## config.mk

```make
export PLATFORM = sky130hd
export DESIGN_NAME = mem_access_stage
export DESIGN_NICKNAME = d
export VERILOG_FILES = /design/src/rtl/riscv_pkg.sv /design/src/rtl/mem_wb_reg.sv /design/src/rtl/mem_access_stage.sv
export SDC_FILE = /design/constraint.sdc
export NUM_CORES = 1
export LEC_CHECK = 0
export ABC_AREA = 1
export CAP_MARGIN = 20
export CORE_ASPECT_RATIO = 0.8
export CORE_MARGIN = 10
export CORE_UTILIZATION = 44
export CTS_CLUSTER_SIZE = 8
export DETAILED_ROUTE_END_ITERATION = 10
export PLACE_DENSITY = 0.8
export RECOVER_POWER = 25
export SLEW_MARGIN = 30
export SYNTH_ARGS = -nofsm -noshare
export SYNTH_HDL_FRONTEND = slang
export SYNTH_SLANG_ARGS = --single-unit
export TNS_END_PERCENT = 100
```

## constraint.sdc

```tcl
create_clock -name clk -period 1.5 [get_ports clk]
set_input_delay 0.225 -clock clk [delete_from_list [all_inputs] [get_ports clk]]
set_output_delay 0.225 -clock clk [all_outputs]
set_load 0.02 [all_outputs]
```

## src/rtl/riscv_pkg.sv

```systemverilog
// Shared definitions for the RISC pipeline: control-bit positions,
// MEM-stage FSM states and default datapath widths.
package riscv_pkg;

    localparam int unsigned WORD_SIZE = 32;
    localparam int unsigned REG_SIZE  = 5;

    // mem_control_signals bit positions
    localparam int unsigned MEM_READ_BIT  = 1;
    localparam int unsigned MEM_WRITE_BIT = 0;

    // wb_control_signals bit positions
    localparam int unsigned REG_WRITE_BIT  = 1;
    localparam int unsigned MEM_TO_REG_BIT = 0;

    typedef enum logic {
        ST_IDLE   = 1'b0,
        ST_ACCESS = 1'b1
    } mem_state_t;

endpackage

```

## src/rtl/mem_wb_reg.sv

```systemverilog
// MEM/WB pipeline register: loads the presented fields or a bubble.
module mem_wb_reg #(
    parameter int unsigned W = 32,
    parameter int unsigned R = 5
) (
    input  logic         clk,
    input  logic         rst_n,
    input  logic         i_load,
    input  logic [1:0]   i_wb,
    input  logic [W-1:0] i_rdata,
    input  logic [W-1:0] i_alu,
    input  logic [R-1:0] i_dest,
    output logic         o_valid,
    output logic [1:0]   o_wb,
    output logic [W-1:0] o_rdata,
    output logic [W-1:0] o_alu,
    output logic [R-1:0] o_dest
);

    // Capture a real instruction when loaded; otherwise insert an all-zero bubble
    always_ff @(posedge clk) begin
        if (!rst_n || !i_load) begin
            o_valid <= 1'b0;
            o_wb    <= '0;
            o_rdata <= '0;
            o_alu   <= '0;
            o_dest  <= '0;
        end else begin
            o_valid <= 1'b1;
            o_wb    <= i_wb;
            o_rdata <= i_rdata;
            o_alu   <= i_alu;
            o_dest  <= i_dest;
        end
    end

endmodule

```

## src/rtl/mem_access_stage.sv

```systemverilog
// MEM stage: data-memory req/ack handshake with pipeline stall, alignment
// check, and the MEM/WB register feeding write-back.
module mem_access_stage
    import riscv_pkg::*;
#(
    parameter int unsigned word_size = WORD_SIZE,
    parameter int unsigned reg_size  = REG_SIZE
) (
    input  logic                 clk,
    input  logic                 rst_n,
    input  logic                 in_valid,
    input  logic [1:0]           mem_control_signals,
    input  logic [1:0]           wb_control_in,
    input  logic [word_size-1:0] alu_result_in,
    input  logic [word_size-1:0] store_data_in,
    input  logic [reg_size-1:0]  dest_reg_in,
    output logic                 stall,
    output logic                 dmem_req,
    output logic                 dmem_we,
    output logic [word_size-1:0] dmem_addr,
    output logic [word_size-1:0] dmem_wdata,
    input  logic [word_size-1:0] dmem_rdata,
    input  logic                 dmem_ack,
    output logic                 align_err,
    output logic                 out_valid,
    output logic [1:0]           wb_control_signals,
    output logic [word_size-1:0] ReadData,
    output logic [word_size-1:0] AluResult,
    output logic [reg_size-1:0]  destination_reg
);

    mem_state_t           r_state;
    mem_state_t           w_next;
    logic [word_size-1:0] r_addr;
    logic [word_size-1:0] r_wdata;
    logic                 r_we;
    logic [1:0]           r_wb;
    logic [reg_size-1:0]  r_dest;
    logic                 r_align_err;

    logic                 w_memop;
    logic                 w_aligned;
    logic                 w_accept;
    logic                 w_misalign;
    logic                 w_load;
    logic [1:0]           w_wb;
    logic [word_size-1:0] w_rdata;
    logic [word_size-1:0] w_alu;
    logic [reg_size-1:0]  w_dest;

    assign w_memop   = mem_control_signals[MEM_READ_BIT] | mem_control_signals[MEM_WRITE_BIT];
    assign w_aligned = (alu_result_in[1:0] == 2'b00);

    // Next-state and MEM/WB load selection; ack is only honoured in ACCESS
    always_comb begin
        w_next     = r_state;
        w_accept   = 1'b0;
        w_misalign = 1'b0;
        w_load     = 1'b0;
        w_wb       = wb_control_in;
        w_rdata    = '0;
        w_alu      = alu_result_in;
        w_dest     = dest_reg_in;
        case (r_state)
            ST_IDLE: begin
                if (in_valid) begin
                    if (!w_memop) begin
                        w_load = 1'b1;
                    end else if (w_aligned) begin
                        w_accept = 1'b1;
                        w_next   = ST_ACCESS;
                    end else begin
                        w_misalign = 1'b1;
                    end
                end
            end
            ST_ACCESS: begin
                if (dmem_ack) begin
                    w_load  = 1'b1;
                    w_wb    = r_wb;
                    w_rdata = r_we ? '0 : dmem_rdata;
                    w_alu   = r_addr;
                    w_dest  = r_dest;
                    w_next  = ST_IDLE;
                end
            end
            default: w_next = ST_IDLE;
        endcase
    end

    // State register, access latches and the one-cycle alignment error pulse
    always_ff @(posedge clk) begin
        if (!rst_n) begin
            r_state     <= ST_IDLE;
            r_addr      <= '0;
            r_wdata     <= '0;
            r_we        <= 1'b0;
            r_wb        <= '0;
            r_dest      <= '0;
            r_align_err <= 1'b0;
        end else begin
            r_state     <= w_next;
            r_align_err <= w_misalign;
            if (w_accept) begin
                r_addr  <= alu_result_in;
                r_wdata <= store_data_in;
                // Both bits set is treated as a read
                r_we    <= mem_control_signals[MEM_WRITE_BIT] & ~mem_control_signals[MEM_READ_BIT];
                r_wb    <= wb_control_in;
                r_dest  <= dest_reg_in;
            end
        end
    end

    assign stall      = ((r_state == ST_IDLE) & in_valid & w_memop & w_aligned)
                      | ((r_state == ST_ACCESS) & ~dmem_ack);
    assign dmem_req   = (r_state == ST_ACCESS);
    assign dmem_we    = dmem_req & r_we;
    assign dmem_addr  = dmem_req ? r_addr  : '0;
    assign dmem_wdata = dmem_req ? r_wdata : '0;
    assign align_err  = r_align_err;

    mem_wb_reg #(
        .W (word_size),
        .R (reg_size)
    ) u_mem_wb_reg (
        .clk     (clk),
        .rst_n   (rst_n),
        .i_load  (w_load),
        .i_wb    (w_wb),
        .i_rdata (w_rdata),
        .i_alu   (w_alu),
        .i_dest  (w_dest),
        .o_valid (out_valid),
        .o_wb    (wb_control_signals),
        .o_rdata (ReadData),
        .o_alu   (AluResult),
        .o_dest  (destination_reg)
    );

endmodule

```

==> results.md <==
- The flow ran to the end, but the final reports show violations.
- The checks that failed: setup timing.
- The number of distinct library cells after synthesis is 17.
- The worst slack on hold paths is approximately 0.075 ns.
- For this run, design rule violations remaining after detail routing come to 0.
- The kind of start point of the critical path is a flip-flop.
- The proportion of layout cells with a drive suffix above 1 is 0.1945.
- The cell family contributing the most delay on the critical path is buffers and inverters.
- The first TritonRoute pass finished after 5 iterations.
- On the worst path, the slowest cell contributes a delay of about 0.40 ns.
- The cell type with the largest total area after synthesis is dfxtp_1.
- The worst-case clock skew is around 0.01 ns.
- The register bit count reported by yosys is ~150.
- The origin of the worst min-delay path is rst_n.
- The final count of pins violating max slew came to 0.
- The proportion of netlist area held by the largest area contributor is 0.4498.
- The count of standard-cell rows is 39.
- The multi-input combinational cells in the finished layout cover a total of around 2400 sq um.
- The setup TNS is -7.765 ns.
- The combined area of all synthesized cells is roughly 6500 sq um.
- The sequential-to-total area share from yosys stat is 0.4498.
- Using the TritonRoute via totals, the vias-per-cell ratio works out to 4.495.
- The filler cells instantiated in the layout total between 1000 and 1500.
- The internal portion of the total power is roughly 7.3 mW.
- The number of synthesis warnings is 0.
- The post-placement setup slack is -0.4742 ns.
- Once detailed placement completed, the half-perimeter wirelength came to around 14 mm.
- The type of destination of the critical path is a flip-flop.
- The via total after detailed routing is roughly 6700.
- The global-route wire length before repair is between 30 and 40 mm.
- The per-instance average area after synthesis is between 6 and 7 sq um.
- The worst-case IR drop observed on VDD is approximately 0.72 mV.
- The initial antenna violation count is 1.
- Summed over all layers, the global routing overflow is 0.
- For this run, asynchronously set or reset flops after synthesis account for 0.
- The maximum fanout count along the critical path is 13.
- For this design the total switching power over the nets is 2.424 mW.
- For this configuration, the core starts out at a cell density of 0.4514.
- The type of the setup path with the least slack is flip-flop to flip-flop.
- The tightest min-delay check is of the primary input to flip-flop type.
- The share of total power dissipated in sequential elements is 0.420.
- The share of the cycle needed by the critical path after routing is 1.088.
- The minimum clock period after layout is around 1.6 ns.
- Relative to the synthesized area, the layout overhead comes to 62.24%.
- The worst pin sits at a relative slew slack of 0.5996.
- The most frequent cell on the critical path is buf_4.
- The total count of hold-check failures in the final report is 0.
- The total area of sequential cells is 2927 sq um.
- The total CTS buffers is 17.
- Once routing completed, OpenROAD measured the worst setup slack at -0.1317 ns.
- In this run the remaining antenna-violating nets after routing total 0.
- The cell count after synthesis came out at a little over 1000.
- The register clock-pin slew on the reported worst setup and hold paths is approximately 0.06 ns.
- The clock latency of the later-clocked register in the worst-skew pair is 0.42 ns.
- The largest individual stage delay along the critical path comes from the cell dfxtp_4.
- The tree built by TritonCTS fans out to between 100 and 150 sinks.
- In the post-synthesis netlist, the biggest area contributors are dfxtp_1 (45%), inv_1 (19%), nand2_1 (14%).
- The total track usage is 0.2017.
- The number of setup violations in the final report is ~100.
- Across the run, the number of max-cap violations was 0.
- The number of port buffers is around 250.
- The TritonCTS clock tree is yes.
- The number of buffers inserted for hold repair after clock tree synthesis is 0.
- The core region is roughly 14000 sq um.
- The number of enable flip-flop cells after synthesis is 0.
- The number of buffers and inverters on the critical path is 5.
- For the worst setup path, the data required time is 1.82 ns.
- In this run the register-to-register setup slack is -0.13 ns.
- Routability-driven placement finished with a final weighted congestion of roughly 0.77.
- Setup repair after global routing could not meet its margin everywhere.
- The switching power as a share of total power is 0.2491.
- The total routed wirelength is between 20 and 25 mm.
- In this run the critical register-to-register path is launched from dmem_req.
- The total number of nets in the final design is between 1000 and 1500.
- For hold timing, the worst endpoint is dmem_req.
- The signal on the critical path passes through buf_6, inv_2, buf_4, nand2_2, nor2_4, buf_4, clkbuf_16, nand3_1, nand2_1, nor2_1.
- The cell count of the worst reg-to-reg path is 10.
- The number of global-route vias before repair is approximately 6400.
- The leakage component of the power is 6.254 nW.
- The floorplan die height is 128.7 um.
- The routed length per instance is ~15 um.
- The die area is 20060 sq um.
- For this design the top-level I/O count stands at 249.
- The longest clock path from root to sink contains 2 buffers.
- The fmax is 612.9 MHz.
- The fraction of power consumed by combinational cells is 0.133.
- The root buffer cell is clkbuf_16.
- The H-tree was split into 4 levels.
- The maximum number of pins on one net before global-route repair is between 70 and 80.
- The part of the total power dissipated in the clock network is 0.447.
- In this run the critical register-to-register path is captured at r_wdata[14].
- The most repeated cell in the gate-level netlist after synthesis is inv_1.
- The detailed router finished its first iteration with between 300 and 400 violations.
- For the worst setup path, the data arrival time is approximately 2.0 ns.
- Counting instances, the worst hold path has a depth of 3.
- The synthesized netlist net count is 1144.
- The commonest cells after synthesis are inv_1 (322), nand2_1 (248), dfxtp_1 (146), nor2_1 (146), nand3_1 (72).
- For the pin with the worst max-slew slack, the measured transition is around 0.60 ns.
- The floorplan die width is 155.9 um.
- The top flip-flop cell by instance count after synthesis is dfxtp_1.
- Dividing total power by cell area gives a power density of around 920 nW/um^2.
[state kept, by name (all words and copies together), names as in the netlist]
signal,flops
u_mem_wb_reg.o_wb,2
r_dest,5
r_wdata,32
u_mem_wb_reg.o_dest,5
u_mem_wb_reg.o_rdata,32
r_addr,32
align_err,1
r_wb,2
r_we,1
dmem_req,1
u_mem_wb_reg.o_alu,32
u_mem_wb_reg.o_valid,1
[cells in the final DEF, fill, tap and decap left out, types with 4 or more instances in the layout]
cell / n
inv_2: 49
clkbuf_16: 23
nand2_1: 202
nand2_4: 18
buf_12: 11
dfxtp_1: 145
nand3_2: 6
nand2_2: 27
buf_16: 4
nand3_1: 66
buf_6: 76
inv_1: 274
buf_4: 17
o21ai_0: 36
nor2_1: 144
clkdlybuf4s50_1: 106
dlygate4sd2_1: 73
[how the worst max path moves through the flow]
| stage | cells after the start | to | slack (ns) | from |
|---|---|---|---|---|
| 3_3_place_gp | 6 | r_wdata[13] | -0.48 | alu_result_in[0] |
| 3_5_place_dp | 7 | r_addr[29] | -0.47 | alu_result_in[0] |
| 5_1_grt | 10 | r_wdata[14] | -0.21 | dmem_req |
| 2_1_floorplan | 5 | stall | 0.07 | dmem_req |
| 6_report | 10 | r_wdata[14] | -0.13 | dmem_req |
| 4_1_cts | 4 | dmem_addr[31] | -0.21 | dmem_req |
[worst register-to-register path: cells and delay by family, from the launching register on]
kind	cells	cell delay, ns
and+or+nand+nor	5	0.47
DFF	1	0.40
buffers and inverters	5	0.67
[cells by family (layout without fill, tap and decap cells)]
kind of cell / Yosys count / in the layout / synth area share
compound gates: 42 / 42 / 0.03235
simple gates: 471 / 471 / 0.2881
other cells: 0 / 1 / 0
flops: 146 / 146 / 0.4498
buf+inv: 376 / 652 / 0.2297
[per-stage QoR]
stage | utilization | power, mW | cells | area [sq um]
after floorplan | - | 4.735 | 1035 | 6499
final | 0.7323 | 9.733 | 1496 | 10540
after global placement | 0.6396 | 5.245 | 1436 | 9208
after detailed placement | 0.6396 | 5.270 | 1436 | 9208
after CTS | 0.6994 | 9.637 | 1475 | 10070
after global routing | 0.7321 | 10.11 | 1495 | 10540
[layout make-up]
| type | count | area share |
|---|---|---|
| sequential | 146 | 0.2776 |
| clock buffer | 20 | 0.04237 |
| inverter | 323 | 0.1150 |
| antenna | 1 | 0.0002374 |
| clock inverter | 12 | 0.01496 |
| multi-input combinational | 513 | 0.2245 |
| tap | 184 | 0.02184 |
| timing repair buffer | 297 | 0.3035 |
[power by group through the flow]
stage	Clock, mW	Combinational [mW]	Sequential, mW
2_1_floorplan	0	0.548	4.19
3_3_place_gp	0	1.10	4.15
6_report	4.35	1.29	4.09
3_5_place_dp	0	1.12	4.16
4_1_cts	4.41	1.15	4.07
5_1_grt	4.58	1.42	4.10
[layer usage]
metal | up-vias | global-route usage | part of all wire
li1 | 3409 | - | -
met1 | 3029 | 0.2208 | 0.39
met2 | 253 | 0.3613 | 0.51
met3 | 34 | 0.07426 | 0.088
met4 | 0 | 0.05543 | 0.016
met5 | - | 0 | 0
[timing repair]
item,in CTS,in global routing
gates cloned,5,7
gates resized for setup,472,160
buffers inserted,2,14
setup endpoints to repair,253,166
pin swaps,6,9
Note: power is estimated with default switching activity, not from simulation.
